`src/rtl/ram_bist_pkg.sv`:
```
// ram_bist_pkg
// Shared types and per-element March C- tables for the RAM BIST.
// The element tables return a one-bit background; callers replicate it
// across the data width, so D0 is all zeros and D1 is all ones.

package ram_bist_pkg;

    // Controller states. The address/element advance happens inside the
    // last op cycle of each address, so no separate advance state is held.
    typedef enum logic [2:0] {
        S_IDLE,
        S_WRITE,
        S_RD_ISSUE,
        S_RD_WAIT,
        S_DONE
    } state_e;

    // March C- elements in execution order.
    typedef enum logic [2:0] {
        E0,
        E1,
        E2,
        E3,
        E4,
        E5
    } elem_e;

    localparam elem_e ELEM_LAST = E5;

    // Data backgrounds as single bits, replicated to DW by the user.
    localparam logic BG_D0 = 1'b0;
    localparam logic BG_D1 = 1'b1;

    // Direction: 1 = descending address order.
    function automatic logic elem_down(input elem_e e);
        return (e == E3) || (e == E4) || (e == E5);
    endfunction

    // Elements that start each address with a read.
    function automatic logic elem_has_read(input elem_e e);
        return e != E0;
    endfunction

    // Elements that finish each address with a write.
    function automatic logic elem_has_write(input elem_e e);
        return e != E5;
    endfunction

    // Background the read of this element expects.
    function automatic logic elem_rd_bg(input elem_e e);
        return ((e == E2) || (e == E4)) ? BG_D1 : BG_D0;
    endfunction

    // Background the write of this element stores.
    function automatic logic elem_wr_bg(input elem_e e);
        return ((e == E1) || (e == E3)) ? BG_D1 : BG_D0;
    endfunction

endpackage

```
`src/rtl/ram_march_bist_if.sv`:
```
// ram_march_bist_if
// One RAM port as seen by the BIST: write enable, address, write data
// and read data. The BIST is the master; the RAM side is the slave.

interface ram_march_bist_if #(
    parameter int AW = 6,
    parameter int DW = 8
);
    logic          ram_we;
    logic [AW-1:0] ram_addr;
    logic [DW-1:0] ram_wdata;
    logic [DW-1:0] ram_rdata;

    modport master (
        output ram_we,
        output ram_addr,
        output ram_wdata,
        input  ram_rdata
    );

    modport slave (
        input  ram_we,
        input  ram_addr,
        input  ram_wdata,
        output ram_rdata
    );
endinterface

```
`src/rtl/ram_bist_addr_gen.sv`:
```
// ram_bist_addr_gen
// Up/down address counter for the March sequence. A load puts the counter
// at the first address of an element (0 going up, all ones going down);
// a step moves one address in the current direction. The counter never
// relies on overflow to wrap: the controller reloads at element change.

module ram_bist_addr_gen #(
    parameter int AW = 6
) (
    input  logic          clk,
    input  logic          rst_n,
    input  logic          load,
    input  logic          load_down,
    input  logic          step,
    input  logic          down,
    output logic [AW-1:0] addr,
    output logic          last
);

    // Address register: load has priority over step.
    always_ff @(posedge clk or negedge rst_n) begin
        if (!rst_n) begin
            addr <= '0;
        end else if (load) begin
            addr <= load_down ? '1 : '0;
        end else if (step) begin
            addr <= down ? (addr - AW'(1)) : (addr + AW'(1));
        end
    end

    assign last = down ? (addr == '0) : (addr == '1);

endmodule

```
`src/rtl/ram_march_bist.sv`:
```
// ram_march_bist
// March C- built-in self-test initiator for one port of the dual-port RAM.
// Runs E0..E5 over the whole address space, reports pass/fail and keeps
// the address, read data and expected data of the first mismatch.
// Optional build macro RAM_MARCH_BIST_ERRCNT_EN: adds a saturating error
// counter and lets the test run to completion instead of aborting.
// RD_LAT is the RAM read latency, legal range 1..3.

module ram_march_bist
    import ram_bist_pkg::*;
#(
    parameter int AW     = 6,
    parameter int DW     = 8,
    parameter int RD_LAT = 1
) (
    input  logic          clk,
    input  logic          rst_n,
    input  logic          start,
    output logic          busy,
    output logic          done,
    output logic          pass,
    output logic [AW-1:0] fail_addr,
    output logic [DW-1:0] fail_data,
    output logic [DW-1:0] fail_exp,
`ifdef RAM_MARCH_BIST_ERRCNT_EN
    output logic [7:0]    err_cnt,
`endif
    ram_march_bist_if.master ram
);

`ifdef RAM_MARCH_BIST_ERRCNT_EN
    localparam logic ABORT_ON_FAIL = 1'b0;
`else
    localparam logic ABORT_ON_FAIL = 1'b1;
`endif

    localparam logic [1:0] LAT_LAST = 2'(RD_LAT - 1);

    state_e        state;
    state_e        state_nxt;
    elem_e         elem;
    elem_e         elem_nxt;
    logic [1:0]    lat_cnt;
    logic [1:0]    lat_nxt;

    logic          ag_load;
    logic          ag_load_down;
    logic          ag_step;
    logic [AW-1:0] addr;
    logic          addr_last;

    logic          advance;
    logic          lat_done;
    logic          mismatch;
    logic          start_run;
    logic [DW-1:0] exp_data;

    ram_bist_addr_gen #(
        .AW(AW)
    ) u_addr_gen (
        .clk       (clk),
        .rst_n     (rst_n),
        .load      (ag_load),
        .load_down (ag_load_down),
        .step      (ag_step),
        .down      (elem_down(elem)),
        .addr      (addr),
        .last      (addr_last)
    );

    assign lat_done  = (lat_cnt == LAT_LAST);
    assign exp_data  = {DW{elem_rd_bg(elem)}};
    assign mismatch  = (state == S_RD_WAIT) && lat_done && (ram.ram_rdata != exp_data);
    assign start_run = (state == S_IDLE) && start;

    // State, element and latency-counter registers.
    always_ff @(posedge clk or negedge rst_n) begin
        if (!rst_n) begin
            state   <= S_IDLE;
            elem    <= E0;
            lat_cnt <= '0;
        end else begin
            state   <= state_nxt;
            elem    <= elem_nxt;
            lat_cnt <= lat_nxt;
        end
    end

    // Next-state logic; the last op of an address also advances the
    // address or moves to the next element so there is no idle bubble.
    always_comb begin
        state_nxt    = state;
        elem_nxt     = elem;
        lat_nxt      = lat_cnt;
        ag_load      = 1'b0;
        ag_load_down = 1'b0;
        ag_step      = 1'b0;
        advance      = 1'b0;

        case (state)
            S_IDLE: begin
                if (start) begin
                    state_nxt    = S_WRITE;
                    elem_nxt     = E0;
                    ag_load      = 1'b1;
                    ag_load_down = elem_down(E0);
                end
            end
            S_WRITE: begin
                advance = 1'b1;
            end
            S_RD_ISSUE: begin
                lat_nxt   = '0;
                state_nxt = S_RD_WAIT;
            end
            S_RD_WAIT: begin
                if (!lat_done) begin
                    lat_nxt = lat_cnt + 2'd1;
                end else if (mismatch && ABORT_ON_FAIL) begin
                    state_nxt = S_DONE;
                end else if (elem_has_write(elem)) begin
                    state_nxt = S_WRITE;
                end else begin
                    advance = 1'b1;
                end
            end
            S_DONE: begin
                state_nxt = S_IDLE;
            end
            default: begin
                state_nxt = S_IDLE;
            end
        endcase

        if (advance) begin
            if (!addr_last) begin
                ag_step   = 1'b1;
                state_nxt = elem_has_read(elem) ? S_RD_ISSUE : S_WRITE;
            end else if (elem == ELEM_LAST) begin
                state_nxt = S_DONE;
            end else begin
                elem_nxt     = elem_e'(elem + 3'd1);
                ag_load      = 1'b1;
                ag_load_down = elem_down(elem_nxt);
                state_nxt    = elem_has_read(elem_nxt) ? S_RD_ISSUE : S_WRITE;
            end
        end
    end

    // Result registers: cleared on start, first mismatch captured while
    // pass is still high.
    always_ff @(posedge clk or negedge rst_n) begin
        if (!rst_n) begin
            pass      <= 1'b1;
            fail_addr <= '0;
            fail_data <= '0;
            fail_exp  <= '0;
        end else if (start_run) begin
            pass      <= 1'b1;
            fail_addr <= '0;
            fail_data <= '0;
            fail_exp  <= '0;
        end else if (mismatch && pass) begin
            pass      <= 1'b0;
            fail_addr <= addr;
            fail_data <= ram.ram_rdata;
            fail_exp  <= exp_data;
        end
    end

`ifdef RAM_MARCH_BIST_ERRCNT_EN
    // Saturating mismatch counter, cleared when a run starts.
    always_ff @(posedge clk or negedge rst_n) begin
        if (!rst_n) begin
            err_cnt <= '0;
        end else if (start_run) begin
            err_cnt <= '0;
        end else if (mismatch && (err_cnt != 8'hFF)) begin
            err_cnt <= err_cnt + 8'd1;
        end
    end
`endif

    // RAM port drive, decoded from state so reset clears it immediately.
    always_comb begin
        ram.ram_we    = (state == S_WRITE);
        ram.ram_addr  = '0;
        ram.ram_wdata = '0;
        if ((state == S_WRITE) || (state == S_RD_ISSUE) || (state == S_RD_WAIT)) begin
            ram.ram_addr = addr;
        end
        if (state == S_WRITE) begin
            ram.ram_wdata = {DW{elem_wr_bg(elem)}};
        end
    end

    assign busy = (state == S_WRITE) || (state == S_RD_ISSUE) || (state == S_RD_WAIT);
    assign done = (state == S_DONE);

endmodule

```
`src/flat_wrapper.sv`:
```
// flat-port wrapper written by rule: the top's interface ports become plain ports
module ram_march_bist_flat import ram_bist_pkg::*;
#(
    parameter int AW     = 6,
    parameter int DW     = 8,
    parameter int RD_LAT = 1
)
  (clk, rst_n, start, busy, done, pass, fail_addr, fail_data, fail_exp, ram_ram_we, ram_ram_addr, ram_ram_wdata, ram_ram_rdata);
  ram_march_bist_if #(.AW(AW), .DW(DW)) ram_i ();
  input  logic clk;
  input  logic rst_n;
  input  logic start;
  output logic busy;
  output logic done;
  output logic pass;
  output logic [AW-1:0] fail_addr;
  output logic [DW-1:0] fail_data;
  output logic [DW-1:0] fail_exp;
  output wire logic [$bits(ram_i.ram_we)-1:0] ram_ram_we;
  output wire logic [$bits(ram_i.ram_addr)-1:0] ram_ram_addr;
  output wire logic [$bits(ram_i.ram_wdata)-1:0] ram_ram_wdata;
  input wire logic [$bits(ram_i.ram_rdata)-1:0] ram_ram_rdata;
  assign ram_ram_we = ram_i.ram_we;
  assign ram_ram_addr = ram_i.ram_addr;
  assign ram_ram_wdata = ram_i.ram_wdata;
  assign ram_i.ram_rdata = ram_ram_rdata;
  ram_march_bist #(.AW(AW), .DW(DW), .RD_LAT(RD_LAT)) u_core (.clk(clk), .rst_n(rst_n), .start(start), .busy(busy), .done(done), .pass(pass), .fail_addr(fail_addr), .fail_data(fail_data), .fail_exp(fail_exp), .ram(ram_i));
endmodule
```
`config.mk`:
```
export PLATFORM = sky130hd
export DESIGN_NAME = ram_march_bist_flat
export DESIGN_NICKNAME = d
export VERILOG_FILES = /design/src/rtl/ram_bist_pkg.sv /design/src/rtl/ram_march_bist_if.sv /design/src/rtl/ram_bist_addr_gen.sv /design/src/rtl/ram_march_bist.sv /design/src/flat_wrapper.sv
export SDC_FILE = /design/constraint.sdc
export NUM_CORES = 1
export LEC_CHECK = 0
export CAP_MARGIN = 20
export CORE_ASPECT_RATIO = 0.6
export CORE_MARGIN = 8
export CORE_UTILIZATION = 51
export CTS_BUF_LIST = sky130_fd_sc_hd__clkbuf_8
export DETAILED_ROUTE_END_ITERATION = 10
export PLACE_DENSITY = 0.83
export SETUP_SLACK_MARGIN = 0.02
export SKIP_LAST_GASP = 1
export SLEW_MARGIN = 10
export SYNTH_ARGS = -nofsm -noshare
export SYNTH_HDL_FRONTEND = slang
export SYNTH_SLANG_ARGS = --single-unit
export TNS_END_PERCENT = 30
```
`constraint.sdc`:
```
create_clock -name clk -period 3.36 [get_ports clk]
set_input_delay 0.672 -clock clk [delete_from_list [all_inputs] [get_ports clk]]
set_output_delay 0.672 -clock clk [all_outputs]
set_load 0.01 [all_outputs]
```
### After elaboration in Yosys (flattened, before gate mapping)

Cells that the tools add are included.

| storage, ports and cells | value |
|---|---|
| register bits after elaboration | 37 |
| input bits | 11 |
| output and inout port bits | 40 |
| word-level logic and storage cells | 102 |

| operators by class | value |
|---|---|
| add/subtract/negate cells | 4 |
| equal/unequal tests | 20 |
| mux-type cells | 48 |
| reduce and logical (&&, ||, !) cells | 22 |

Operators with widths:

| kind | count |
|---|---|
| 2-to-1 mux 6 bit | 7 |
| 2-to-1 mux 8 bit | 5 |
| 2-to-1 mux 3 bit | 12 |
| 2-to-1 mux 1 bit | 18 |
| == test 3 x 2 -> 1 bit (second input constant) | 5 |
| == test 3 bit (second input constant) | 5 |
| one-hot mux 3 bit (4 select lines) | 1 |
| logical OR 1 bit | 8 |
| inequality test 8 bit | 1 |
| adder 6 x 1 -> 6 bit (second input constant) | 1 |
| == test 3 x 1 -> 1 bit (second input constant) | 2 |
| == test 6 bit (second input constant) | 1 |
| zero test 6 bit | 1 |
| 2-to-1 mux 2 bit | 3 |
| nonzero test 2 bit | 3 |
| nonzero test 3 bit | 2 |
| subtractor 6 x 1 -> 6 bit (second input constant) | 1 |
| logical AND 1 bit | 4 |
| inequality test 4 x 2 -> 1 bit (second input constant) | 1 |
| one-hot mux 2 bit (2 select lines) | 1 |
| AND reduction 4 bit | 1 |
| adder 3 x 1 -> 3 bit (second input constant) | 1 |
| zero test 3 bit | 1 |
| inequality test 3 x 1 -> 1 bit (second input constant) | 1 |
| other kinds (8) | 8 |

### Longest topological paths before layout

Gate-level depths: netlist (run 1).

| depth | value |
|---|---|
| depth after elaboration | 11 |
| gate-level depth with buffers | 11 |

### Modules after synthesis

Synthesis (run 1) repeated with hierarchy kept, for this count alone.

| second synthesis, totals | value |
|---|---|
| cells, all modules | 225 |
| area, all modules | 2,033.2 sq um |

Modules (own cells, without submodules):

| module | instances | cells an instance | area each (sq um) | seq. area each (sq um) |
|---|---|---|---|---|
| ram_march_bist | 1 | 170 | 1,541.5 | 601.8 |
| ram_bist_addr_gen | 1 | 55 | 491.7 | 150.1 |

### Least setup slack after synthesis (run 1)

OpenSTA, ideal clock, no wires.

| timing | value |
|---|---|
| path type | register -> register |
| start point | reg u_core.elem[1] |
| end point | reg u_core.u_addr_gen.addr[5] |
| arrival time | 2.323 ns |
| data required time | 3.236 ns |
| slack | 0.913 ns |
| cell stages (with the launch flop) | 12 |
| buffers on the path | 0 |
| path through | dfrtp_1 -> inv_1 -> ha_1 -> nor3b_1 -> nor2_1 -> ha_1 -> a21oi_1 -> o211ai_1 -> a21oi_1 -> xor2_1 -> a21boi_0 -> a2bb2oi_2 |

| between the ends | value |
|---|---|
| word-level cells in the longest chain between the ends | 11 |
| elaborated cells on any way between the ends | 35 |

Ends and longest elaborated chain:

| what | RTL line | text |
|---|---|---|
| start: declaration | ram_march_bist.sv:41 | `elem_e elem;` |
| start signal: assignment | ram_march_bist.sv:84 | `elem <= elem_nxt;` |
| == test 3 x 2 -> 1 bit / == test 3 bit (equally long branches) | ram_bist_pkg.sv:51, ram_bist_pkg.sv:36 |  |
| logical OR 1 bit | ram_bist_pkg.sv:51 | `return ((e == E2) \|\| (e == E4)) ? BG_D1 : BG_D0;` |
| 2-to-1 mux 1 bit | ram_bist_pkg.sv:51 |  |
| inequality test 8 bit | ram_march_bist.sv:73 | `assign mismatch = (state == S_RD_WAIT) && lat_done && (ram.ram_rdata != exp_data);` |
| logical AND 1 bit | ram_march_bist.sv:73 |  |
| 2-to-1 mux 1 bit | ram_march_bist.sv:119 | `end else if (mismatch && ABORT_ON_FAIL) begin` |
| 2-to-1 mux 1 bit | ram_march_bist.sv:117 | `if (!lat_done) begin` |
| one-hot mux 1 bit (2 select lines) | ram_march_bist.sv:100 | `case (state)` |
| 2-to-1 mux 1 bit | ram_march_bist.sv:135 | `if (advance) begin` |
| 2-to-1 mux 6 bit | ram_bist_addr_gen.sv:25 | `addr <= load_down ? '1 : '0;` |
| 2-to-1 mux 6 bit | ram_bist_addr_gen.sv:24 | `end else if (load) begin` |
| end signal: assignment | ram_bist_addr_gen.sv:25 |  |
| end signal: assignment | ram_bist_addr_gen.sv:27 | `addr <= down ? (addr - AW'(1)) : (addr + AW'(1));` |
| end: declaration | ram_bist_addr_gen.sv:16 | `output logic [AW-1:0] addr,` |

Several ways; a longest one is shown, not always the timed one. The select of a mux whose other input is x is not followed.
A chain may end at the register's enable or synchronous reset.

### Worst setup path after layout (run 1)

| timing | value |
|---|---|
| start point | reg u_core.state[0] |
| end point | out ram_ram_wdata[4] |

| between the ends | value |
|---|---|
| word-level cells in the longest chain between the ends | 2 |

Ends and longest elaborated chain:

| what | RTL line | text |
|---|---|---|
| start: declaration | ram_march_bist.sv:39 | `state_e state;` |
| start signal: assignment | ram_march_bist.sv:83 | `state <= state_nxt;` |
| == test 3 x 1 -> 1 bit | ram_march_bist.sv:192 | `if (state == S_WRITE) begin` |
| 2-to-1 mux 8 bit | ram_march_bist.sv:192 |  |
| end: declaration | flat_wrapper.sv:21 | `output wire logic [$bits(ram_i.ram_wdata)-1:0] ram_ram_wdata;` |

Every way passes these cells.

==> impl_metrics.ini, run 1 <==
[status]
outcome = finished, final reports clean

[clock_network]
post_cts_hold_buffer_count = 0
tritoncts = built
clock_latency_ns = 0.29
cts_buffers = 5
ctsLongestPathBuffers = 2
clkSinkCount = 30
clk_root_buffer_cell = sky130_fd_sc_hd__clkbuf_8
ctsHtreeMaxLevel = 2
post-cts-setup-buffer-count = 0
cts.repair.resized = 0
clock_pin_transition_on_the_worst_setup_and_hold_timing_paths_ns = 0.06

[synthesis]
ys_seq_elements = 30
yosysSeqAreaShare_pct = 37.4
synth_enable_flop_cells = 0
synth.avg_cell_area_sq_um = 8.70
synthesis.nets = 255
synth.most_common_cell = sky130_fd_sc_hd__nand2_1
yosys-top-cells-count = sky130_fd_sc_hd__nand2_1 (43), sky130_fd_sc_hd__dfrtp_1 (29), sky130_fd_sc_hd__o21ai_0 (20)
synthFlopType = sky130_fd_sc_hd__dfrtp_1
ys.warnings.count = 0
yosysTopAreaCellShare_pct = 36.1
synth_area_leader_cell = sky130_fd_sc_hd__dfrtp_1
async_set_or_reset_flop_fraction_in_the_synthesized_netlist_pct = 100
synth_cell_area_sq_um = 2010
synthesis.instances = 231
synth_area_leaders = sky130_fd_sc_hd__dfrtp_1 (36%), sky130_fd_sc_hd__nand2_1 (8.0%), sky130_fd_sc_hd__ha_1 (7.5%)
synth_cell_type_count = 47

[critical_path]
worst_r2r_path_depth = 11
setup.worst_path.class = flop to primary output
critPathArrivalTime_ns = 2.32
crit_path_max_fanout = 11
critical_path.cell_chain = nor2b_1 -> nand2_1 -> nor2_1 -> clkdlybuf4s50_1
worstReg2RegStart = u_core.elem[1]$_DFF_PN0_
critical_path.startpoint_type = flop
regToRegEndpoint = u_core.u_addr_gen.addr[5]$_DFFE_PN0P_
critPathMaxStageDelay_ns = 0.63
timing.critical_path.to_type = primary output
reg2reg_slack_ns = 0.37
worst-endpoint-required_ns = 2.69
critPathSlowestCell = sky130_fd_sc_hd__clkdlybuf4s50_1

[sta]
fin_hold_ws_ns = 0.524
final-setup-viol-count = 0
clock.fmax_ghz = 0.334
fin_skew_ns = 0.00420
totalNegativeSetupSlack_ns = 0
finalCritPeriodShare_pct = 89.0
maxSlewViolCount = 0
final_hold_viol_count = 0
period_minus_slack_ns = 2.99
rsz0062_at_grt = false
worst-slew-pin-transition_ns = 0.872
timing.max_slew.rel_slack_pct = 41.9

[global_route]
grt_max_degree = 31
initial_antenna_violation_count = 0
grt-ovfl-total = 0
first_global_vias = 1663
gr-usage-all-layers_pct = 16.0
global_route_wire_length_before_repair_mm = 8.18

[route]
first_pass_iters = 4
routed-via-count = 1749
initialDrtViolationCount = 96
totalWireLength_mm = 5.02
via_per_inst = 5.52
antenna_left = 0
post_drt_wl_per_cell_um = 15.8
remaining_drc_errors = 0

[worst_hold_path]
timing.hold.worst.start = u_core.lat_cnt[0]$_DFFE_PN0P_
worst_hold_class = flop to flop
hold_path_end = u_core.lat_cnt[0]$_DFFE_PN0P_
min_path_cells = 1

[floorplanning]
floorplan.die.height_um = 64.6
core_area_sq_um = 3720
ioPinCount = 51
rows = 17
initial_utilization_pct = 54.0
width_of_the_chip_um = 97.0
die_area_sq_um = 6270

[flow_run]
max_cap_violations = 0

[finish]
post_layout_nonfiller_instances = 317
post-route-util_pct = 68.2
design.final.nets = 293
area.growth.synth_to_final_pct = 26.3
n_fill_cell = 303
final_layout_size_suffix_gt1_share_pct = 9.63
insertedDiodeCount = 0

[place]
instance_count_after_placement_with_tap_cells_included = 309
gpl.final_weighted_congestion = 0.821
detailed_place_hpwl_mm = 3.79
io_buffer_count = 50

[power_and_ir_drop]
power.density_nw_per_um2 = 737
total_leakage_power_nw = 1.05
report.power.total_mw = 1.87
irDropWorstVdd_mv = 0.518
[how the worst max path moves through the flow]
stage                                startpoint                               endpoint  slack [ns]  cells after the start
CTS                 u_core.state[0]$_DFFE_PN0P_                       ram_ram_wdata[4]        0.34                      4
finish              u_core.state[0]$_DFFE_PN0P_                       ram_ram_wdata[4]        0.37                      4
detailed placement     u_core.elem[1]$_DFF_PN0_  u_core.u_addr_gen.addr[5]$_DFFE_PN0P_        0.46                     11
floorplan              u_core.elem[1]$_DFF_PN0_  u_core.u_addr_gen.addr[5]$_DFFE_PN0P_        0.91                     11
global route           u_core.elem[1]$_DFF_PN0_  u_core.u_addr_gen.addr[5]$_DFFE_PN0P_        0.16                     11
global placement       u_core.elem[1]$_DFF_PN0_  u_core.u_addr_gen.addr[5]$_DFFE_PN0P_        0.56                     11
[sequential cells by signal, summed over array words and instances (netlist names)]
register / cells
u_core.elem: 3
u_core.fail_addr: 6
u_core.fail_data: 8
u_core.fail_exp: 1
u_core.lat_cnt: 2
u_core.pass: 1
u_core.state: 3
u_core.u_addr_gen.addr: 6
[metal layers]
metal / global-route usage (%) / part of all wire [%] / up-vias
met5: 0 / 0 / -
met4: 7.43 / 1.9 / 0
met3: 5.50 / 8.2 / 11
met2: 25.1 / 45 / 59
met1: 19.6 / 45 / 818
li1: - / - / 861
[critical path: cells and delay by family (launching register included)]
kind | cells | cell delay (ns)
buffers and inverters | 1 | 0.63
flip-flops | 1 | 0.54
AND/OR/NAND/NOR | 3 | 0.87
[per-stage QoR]
step           setup slack [ns]  cell area, sq um
6_report                  0.368              2540
5_1_grt                   0.158              2540
4_1_cts                   0.345              2540
3_5_place_dp              0.462              2450
3_3_place_gp              0.561              2450
2_1_floorplan             0.913              2010
[cells by family (layout without fill, tap and decap cells)]
group	Yosys count	after routing	synth area share (%)
AO/OA/AOI/OAI	53	53	18.2
XOR/XNOR	4	4	1.74
adder cells (fa/ha/maj)	13	13	8.47
buffers and inverters	31	70	8.84
flip-flops	30	30	37.4
multiplexers	4	4	2.12
AND/OR/NAND/NOR	96	96	23.2
[area by class of cell]
class                      instances  area [sq um]  area share (%)
multi-input combinational        170          1080            42.5
clock buffer                       6          82.6            3.25
timing repair buffer              53           523            20.6
inverter                           9          33.8            1.33
sequential                        30           752            29.6
clock inverter                     2          8.76           0.345
tap                               47          58.8            2.32
[power by group]
group / internal [mW] / switching [mW] / total, mW
Sequential: 0.459 / 0.126 / 0.585
Clock: 0.162 / 0.138 / 0.300
Combinational: 0.492 / 0.495 / 0.987
[cells in the final DEF (no fill, tap or decap), types with 2 or more instances in the layout]
cell / Yosys / routed
sky130_fd_sc_hd__nand2_1: 43 / 43
sky130_fd_sc_hd__a22o_1: 3 / 3
sky130_fd_sc_hd__and2_1: 5 / 5
sky130_fd_sc_hd__inv_1: 9 / 10
sky130_fd_sc_hd__nor2b_1: 3 / 3
sky130_fd_sc_hd__nor2_1: 19 / 19
sky130_fd_sc_hd__nand2b_1: 3 / 3
sky130_fd_sc_hd__dfrtp_1: 29 / 29
sky130_fd_sc_hd__mux2_2: 2 / 2
sky130_fd_sc_hd__xnor2_1: 2 / 2
sky130_fd_sc_hd__mux2i_1: 2 / 2
sky130_fd_sc_hd__o311ai_0: 2 / 2
sky130_fd_sc_hd__buf_4: 14 / 3
sky130_fd_sc_hd__nor4_1: 2 / 2
sky130_fd_sc_hd__a21oi_1: 9 / 9
sky130_fd_sc_hd__clkbuf_8: 0 / 6
sky130_fd_sc_hd__a21o_1: 2 / 2
sky130_fd_sc_hd__nor3b_1: 3 / 3
sky130_fd_sc_hd__clkdlybuf4s50_1: 0 / 50
sky130_fd_sc_hd__o2111ai_1: 2 / 2
sky130_fd_sc_hd__xor2_1: 2 / 2
sky130_fd_sc_hd__o21ai_0: 20 / 20
sky130_fd_sc_hd__and2_2: 2 / 2
sky130_fd_sc_hd__a31oi_1: 2 / 2
sky130_fd_sc_hd__and3_1: 3 / 3
sky130_fd_sc_hd__a21oi_2: 5 / 5
sky130_fd_sc_hd__ha_1: 12 / 12
sky130_fd_sc_hd__o211ai_1: 2 / 2
sky130_fd_sc_hd__nor3_1: 4 / 4
sky130_fd_sc_hd__nand4_1: 2 / 2
Power figures use the tool's default switching activity.
==> inputs of run 2 (changes only) <==
Settings changed: MAX_ROUTING_LAYER from default to met4.
==> run 2 against run 1 <==
Compared with the run above:
- critical path depth did not move
- critical endpoint unchanged
- final area unchanged
- global-route usage is 0.58 points higher
- total power about the same
- register-to-register slack about the same
- worst setup slack got worse by 0.0093 ns
- largest power group unchanged
- count of clock-buffer cells in the layout unchanged
- clock skew about the same
- first-iteration DRC count grew 29%
- die area did not move
- combinational power is essentially flat
- via count down 0.46%
==> impl_metrics.ini, run 2 (same netlist as run 1, synthesis figures left out) <==
[critical_path]
worst-endpoint-required_ns = 2.69
critPathMaxStageDelay_ns = 0.63
setup.worst_path.class = flop to primary output
regToRegEndpoint = u_core.u_addr_gen.addr[5]$_DFFE_PN0P_
worst_r2r_path_depth = 11
critical_path.cell_chain = nor2b_1 -> nand2_1 -> nor2_1 -> clkdlybuf4s50_1
critPathSlowestCell = sky130_fd_sc_hd__clkdlybuf4s50_1
critical_path.startpoint_type = flop
crit_path_max_fanout = 11
timing.critical_path.to_type = primary output
reg2reg_slack_ns = 0.37
critPathArrivalTime_ns = 2.33
worstReg2RegStart = u_core.elem[1]$_DFF_PN0_

[floorplanning]
floorplan.die.height_um = 64.6
ioPinCount = 51
initial_utilization_pct = 54.0
width_of_the_chip_um = 97.0
die_area_sq_um = 6270
core_area_sq_um = 3720
rows = 17

[place]
placed_cell_area_sq_um = 2450
gpl.final_weighted_congestion = 0.833
detailed_place_hpwl_mm = 3.79
io_buffer_count = 50

[sta]
finalCritPeriodShare_pct = 89.3
maxSlewViolCount = 0
totalNegativeSetupSlack_ns = 0
final_hold_viol_count = 0
rsz0062_at_grt = false
clock.fmax_ghz = 0.333
period_minus_slack_ns = 3.00
worst-slew-pin-transition_ns = 0.865
timing.max_slew.rel_slack_pct = 42.3
final-setup-viol-count = 0
fin_skew_ns = 0.00459

[route]
via_per_inst = 5.49
routed-via-count = 1741
first_pass_iters = 4
initialDrtViolationCount = 124
top_signal_layer_used = met4
remaining_drc_errors = 0
met2_routed_wl_mm = 2.27
post_drt_wl_per_cell_um = 15.9
detailroute.wirelength.met3_um = 401
antenna_left = 0
drt-met1-wl_mm = 2.29
totalWireLength_mm = 5.03

[finish]
max_ffs_per_register = 8
top_register = u_core.fail_data
final_layout_size_suffix_gt1_share_pct = 9.63
design.final.nets = 293
layout.cells.most_common = sky130_fd_sc_hd__clkdlybuf4s50_1
insertedDiodeCount = 0
finalInstanceArea_sq_um = 2540
reg_top3 = u_core.fail_data x8, u_core.fail_addr x6, u_core.u_addr_gen.addr x6
area.growth.synth_to_final_pct = 26.3
final_cell_mix = sky130_fd_sc_hd__clkdlybuf4s50_1 (50), sky130_fd_sc_hd__nand2_1 (43), sky130_fd_sc_hd__dfrtp_1 (29), sky130_fd_sc_hd__o21ai_0 (20), sky130_fd_sc_hd__nor2_1 (19)

[worst_hold_path]
min_path_cells = 1
hold_path_end = u_core.lat_cnt[0]$_DFFE_PN0P_
worst_hold_class = flop to flop
timing.hold.worst.start = u_core.lat_cnt[0]$_DFFE_PN0P_

[clock_network]
cts_buffers = 5
post-cts-setup-buffer-count = 0
post_cts_hold_buffer_count = 0
clock_latency_ns = 0.29
clkSinkCount = 30
clk_root_buffer_cell = sky130_fd_sc_hd__clkbuf_8
tritoncts = built
clock_pin_transition_on_the_worst_setup_and_hold_timing_paths_ns = 0.06
cts.repair.resized = 0
ctsHtreeMaxLevel = 2
ctsLongestPathBuffers = 2

[power_and_ir_drop]
switching_share_pct = 40.5
irDropWorstVdd_mv = 0.518
total_leakage_power_nw = 1.05
intPower_mw = 1.11
clockPowerShare_pct = 16.0
share_comb_of_total_power_pct = 52.8
power.net_switching_mw = 0.758
power.density_nw_per_um2 = 737
seqPwrFrac_pct = 31.3
report.power.total_mw = 1.87

[flow_run]
max_cap_violations = 0

[global_route]
grt_max_degree = 31
first_global_vias = 1659
gr-usage-all-layers_pct = 16.6
initial_antenna_violation_count = 0
global_route_wire_length_before_repair_mm = 8.19
grt-ovfl-total = 0

[status]
outcome = finished, final reports clean
-- run 2: cell counts in the layout (fill, tap and decap cells not counted) --
Identical to the previous run, type by type.
-- run 2: worst max path at each step --
stage	from	to	slack, ns	cells after the start
final	u_core.state[0]$_DFFE_PN0P_	ram_ram_wdata[4]	0.36	4
after global routing	u_core.elem[1]$_DFF_PN0_	u_core.u_addr_gen.addr[5]$_DFFE_PN0P_	0.16	11
after CTS	u_core.state[0]$_DFFE_PN0P_	ram_ram_wdata[4]	0.34	4
after detailed placement	u_core.elem[1]$_DFF_PN0_	u_core.u_addr_gen.addr[5]$_DFFE_PN0P_	0.46	11
after global placement	u_core.elem[1]$_DFF_PN0_	u_core.u_addr_gen.addr[5]$_DFFE_PN0P_	0.56	11
after floorplan	u_core.elem[1]$_DFF_PN0_	u_core.u_addr_gen.addr[5]$_DFFE_PN0P_	0.91	11
-- run 2: metal layers --
layer / global-route usage, % / vias up
li1: - / 864
met1: 19.8 / 824
met2: 25.0 / 45
met3: 7.09 / 8
met4: 5.14 / 0
met5: - / -
-- run 2: layout make-up --
type | count | area, sq um
sequential | 30 | 752
timing repair buffer | 53 | 523
tap | 47 | 58.8
multi-input combinational | 170 | 1080
inverter | 9 | 33.8
clock buffer | 6 | 82.6
fill | 303 | 1180
clock inverter | 2 | 8.76
-- run 2: through the flow --
stage	utilization (%)	setup slack, ns	cells	hold WS [ns]
2_1_floorplan	-	0.913	231	0.376
3_3_place_gp	65.7	0.561	309	0.493
3_5_place_dp	65.7	0.462	309	0.515
4_1_cts	68.2	0.345	317	0.529
5_1_grt	68.2	0.158	317	0.542
6_report	68.2	0.359	317	0.525
-- run 2: worst max-delay path: cells and delay by family (launching register included) --
| family | cells | cell delay (ns) |
|---|---|---|
| DFF | 1 | 0.54 |
| buffers and inverters | 1 | 0.63 |
| and+or+nand+nor | 3 | 0.87 |
-- run 2: power by group through the flow --
stage / clock network [mW] / registers [mW] / logic (mW)
floorplan: 0 / 0.557 / 0.636
global route: 0.328 / 0.604 / 1.08
detailed placement: 0 / 0.588 / 0.989
global placement: 0 / 0.582 / 0.958
finish: 0.299 / 0.585 / 0.987
CTS: 0.306 / 0.583 / 0.996
==> patch (flow settings as in run 1) <==
`AW` is set to 6 in 4 places; all go to 8.
--- a/src/rtl/ram_march_bist_if.sv
+++ b/src/rtl/ram_march_bist_if.sv
@@ -3,7 +3,7 @@
 // and read data. The BIST is the master; the RAM side is the slave.
 
 interface ram_march_bist_if #(
-    parameter int AW = 6,
+    parameter int AW = 8,
     parameter int DW = 8
 );
     logic          ram_we;
--- a/src/rtl/ram_bist_addr_gen.sv
+++ b/src/rtl/ram_bist_addr_gen.sv
@@ -5,7 +5,7 @@
 // relies on overflow to wrap: the controller reloads at element change.
 
 module ram_bist_addr_gen #(
-    parameter int AW = 6
+    parameter int AW = 8
 ) (
     input  logic          clk,
     input  logic          rst_n,
--- a/src/rtl/ram_march_bist.sv
+++ b/src/rtl/ram_march_bist.sv
@@ -9,7 +9,7 @@
 module ram_march_bist
     import ram_bist_pkg::*;
 #(
-    parameter int AW     = 6,
+    parameter int AW     = 8,
     parameter int DW     = 8,
     parameter int RD_LAT = 1
 ) (
--- a/src/flat_wrapper.sv
+++ b/src/flat_wrapper.sv
@@ -1,7 +1,7 @@
 // flat-port wrapper written by rule: the top's interface ports become plain ports
 module ram_march_bist_flat import ram_bist_pkg::*;
 #(
-    parameter int AW     = 6,
+    parameter int AW     = 8,
     parameter int DW     = 8,
     parameter int RD_LAT = 1
 )
Ports: changed (resized fail_addr and ram_ram_addr); port bits go from 51 to 55. No check against the original RTL was run, so the function may have changed too.
==> patch against run 1 <==
- final area increased by 14%
- area after synthesis increased by 12%
- worst setup slack got worse by 0.053 ns
- die area increased by 9.8%
- routed wire length increased by 16%
- clock power increased by 28%
- non-clock buffer count increased by 6
- power increased by 1.8%
- sequential cell count increased by 4
- largest cell class unchanged
- fmax decreased by 1.7%
- sequential power increased by 15%
- critical path depth increased by 7
==> patch: results (changes against run 1) <==
* Xor-xnor portion of the synthesized cell area at 2.33% (was 1.74%)
* CP Max Fanout at 8 (was 11)
* Area contributors post-synth: dfrtp_1 37%, ha_1 7.8%, nand2_1 7.6%, o21ai_0 6.9%, buf_4 4.7% (was dfrtp_1 36%, nand2_1 8.0%, ha_1 7.5%, buf_4 5.2%, o21ai_0 5.0%)
* Nets at 323 (was 293)
* Static Leak at 1.20 nW (was 1.05 nW)
* Setup Skew at 0.00548 ns (was 0.00420 ns)
* # port buffers at 54 (was 50)
* DR iter-0 viols at 127 (was 96)
* Setup WS pre-CTS at 0.111 ns (was 0.462 ns)
* Critical Path AT at 3.26 ns (was 2.32 ns)
* Largest net degree at the start of global routing at 35 (was 31)
* Crit path max-delay cell type: dfrtp_1 (was clkdlybuf4s50_1)
* Crit path largest cell delay at 0.43 ns (was 0.63 ns)
* Post-Syn Nets at 279 (was 255)
* Switching Share at 36.3% (was 40.5%)
* Pre-Repair DR Iteration Count at 5 (was 4)
* Routability Congestion at 0.946 (was 0.821)
* Vias in the first global route at 1871 (was 1663)
* Final HPWL from detailed placement at 4340 um (was 3790 um)
* Largest regs: u_core.fail_addr (8), u_core.fail_data (8), u_core.u_addr_gen.addr (8) (was u_core.fail_data (8), u_core.fail_addr (6), u_core.u_addr_gen.addr (6))
* Synth Instances at 253 (was 231)
* Fillers at 352 (was 303)
* Most instantiated cells after synthesis: 46 x nand2_1, 33 x dfrtp_1, 31 x o21ai_0 (was 43 x nand2_1, 29 x dfrtp_1, 20 x o21ai_0)
* Register area share after synthesis at 37.7% (was 37.4%)
* Synth Area in Compound Gates at 18.2% (about the same)
* Layout cell share with drive strength beyond 1 at 10.4% (was 9.63%)
* Cell variety after synth at 48 (was 47)
* First-pass GRT wire length at 9380 um (was 8180 um)
* Final cell count without fillers at 357 (was 317)
* Vias/cell at 5.54 (was 5.52)
* Placed cell count at 350 (was 309)
* Status: finished clean (unchanged)
* Slew margin rel. at 38.0% (was 41.9%)
## patch: worst paths after layout
check	from	to	slack, ns	cells after the start
min reg2reg	u_core.pass	u_core.pass	0.50	2
max reg2reg	u_core.elem[0]	u_core.u_addr_gen.addr[7]	0.32	11
min	u_core.pass	u_core.pass	0.50	2
min in group asynchronous	rst_n	u_core.state[1]	0.80	2
max	u_core.elem[0]	u_core.u_addr_gen.addr[7]	0.32	11
max in group asynchronous	rst_n	u_core.pass	2.23	2
## patch: metal layers
metal	global-route usage, %	vias to the layer above	wire length, um
met4	4.36	0	42
li1	-	960	-
met2	27.1	68	2510
met5	0	-	0
met1	23.3	941	2840
met3	5.33	7	459
## patch: area by class of cell
cell class              count  area, um^2  area share [%]
clock buffers               6        82.6            2.86
clock inverters             1        30.0            1.04
inverters                  11        41.3            1.43
multi-input cells         186        1230            42.5
flip-flops and latches     34         852            29.5
well taps                  60        75.1            2.60
repair buffers             59         578            20.0
## patch: power groups by stage
stage          Sequential, W  Clock [W]  Combinational (W)
3_3_place_gp        0.000668          0           0.000828
4_1_cts             0.000667   0.000394           0.000853
3_5_place_dp        0.000671          0           0.000843
5_1_grt             0.000687   0.000413           0.000926
2_1_floorplan       0.000663          0           0.000433
6_report            0.000673   0.000385           0.000848
## patch: stage by stage
step | cell area (um^2) | total power (W) | util [%]
floorplan | 2260 | 0.00110 | -
global placement | 2770 | 0.00150 | 66.1
detailed placement | 2770 | 0.00151 | 66.1
CTS | 2880 | 0.00191 | 68.8
global route | 2890 | 0.00203 | 68.9
finish | 2890 | 0.00191 | 68.9
## patch: worst max-delay path: cells and delay by family, from the launching register on
family	cells	cell delay (ns)
compound gates	4	0.95
simple gates	3	0.69
fa+ha+maj	2	0.65
flops	1	0.43
buf+inv	1	0.13
xor+xnor	1	0.13
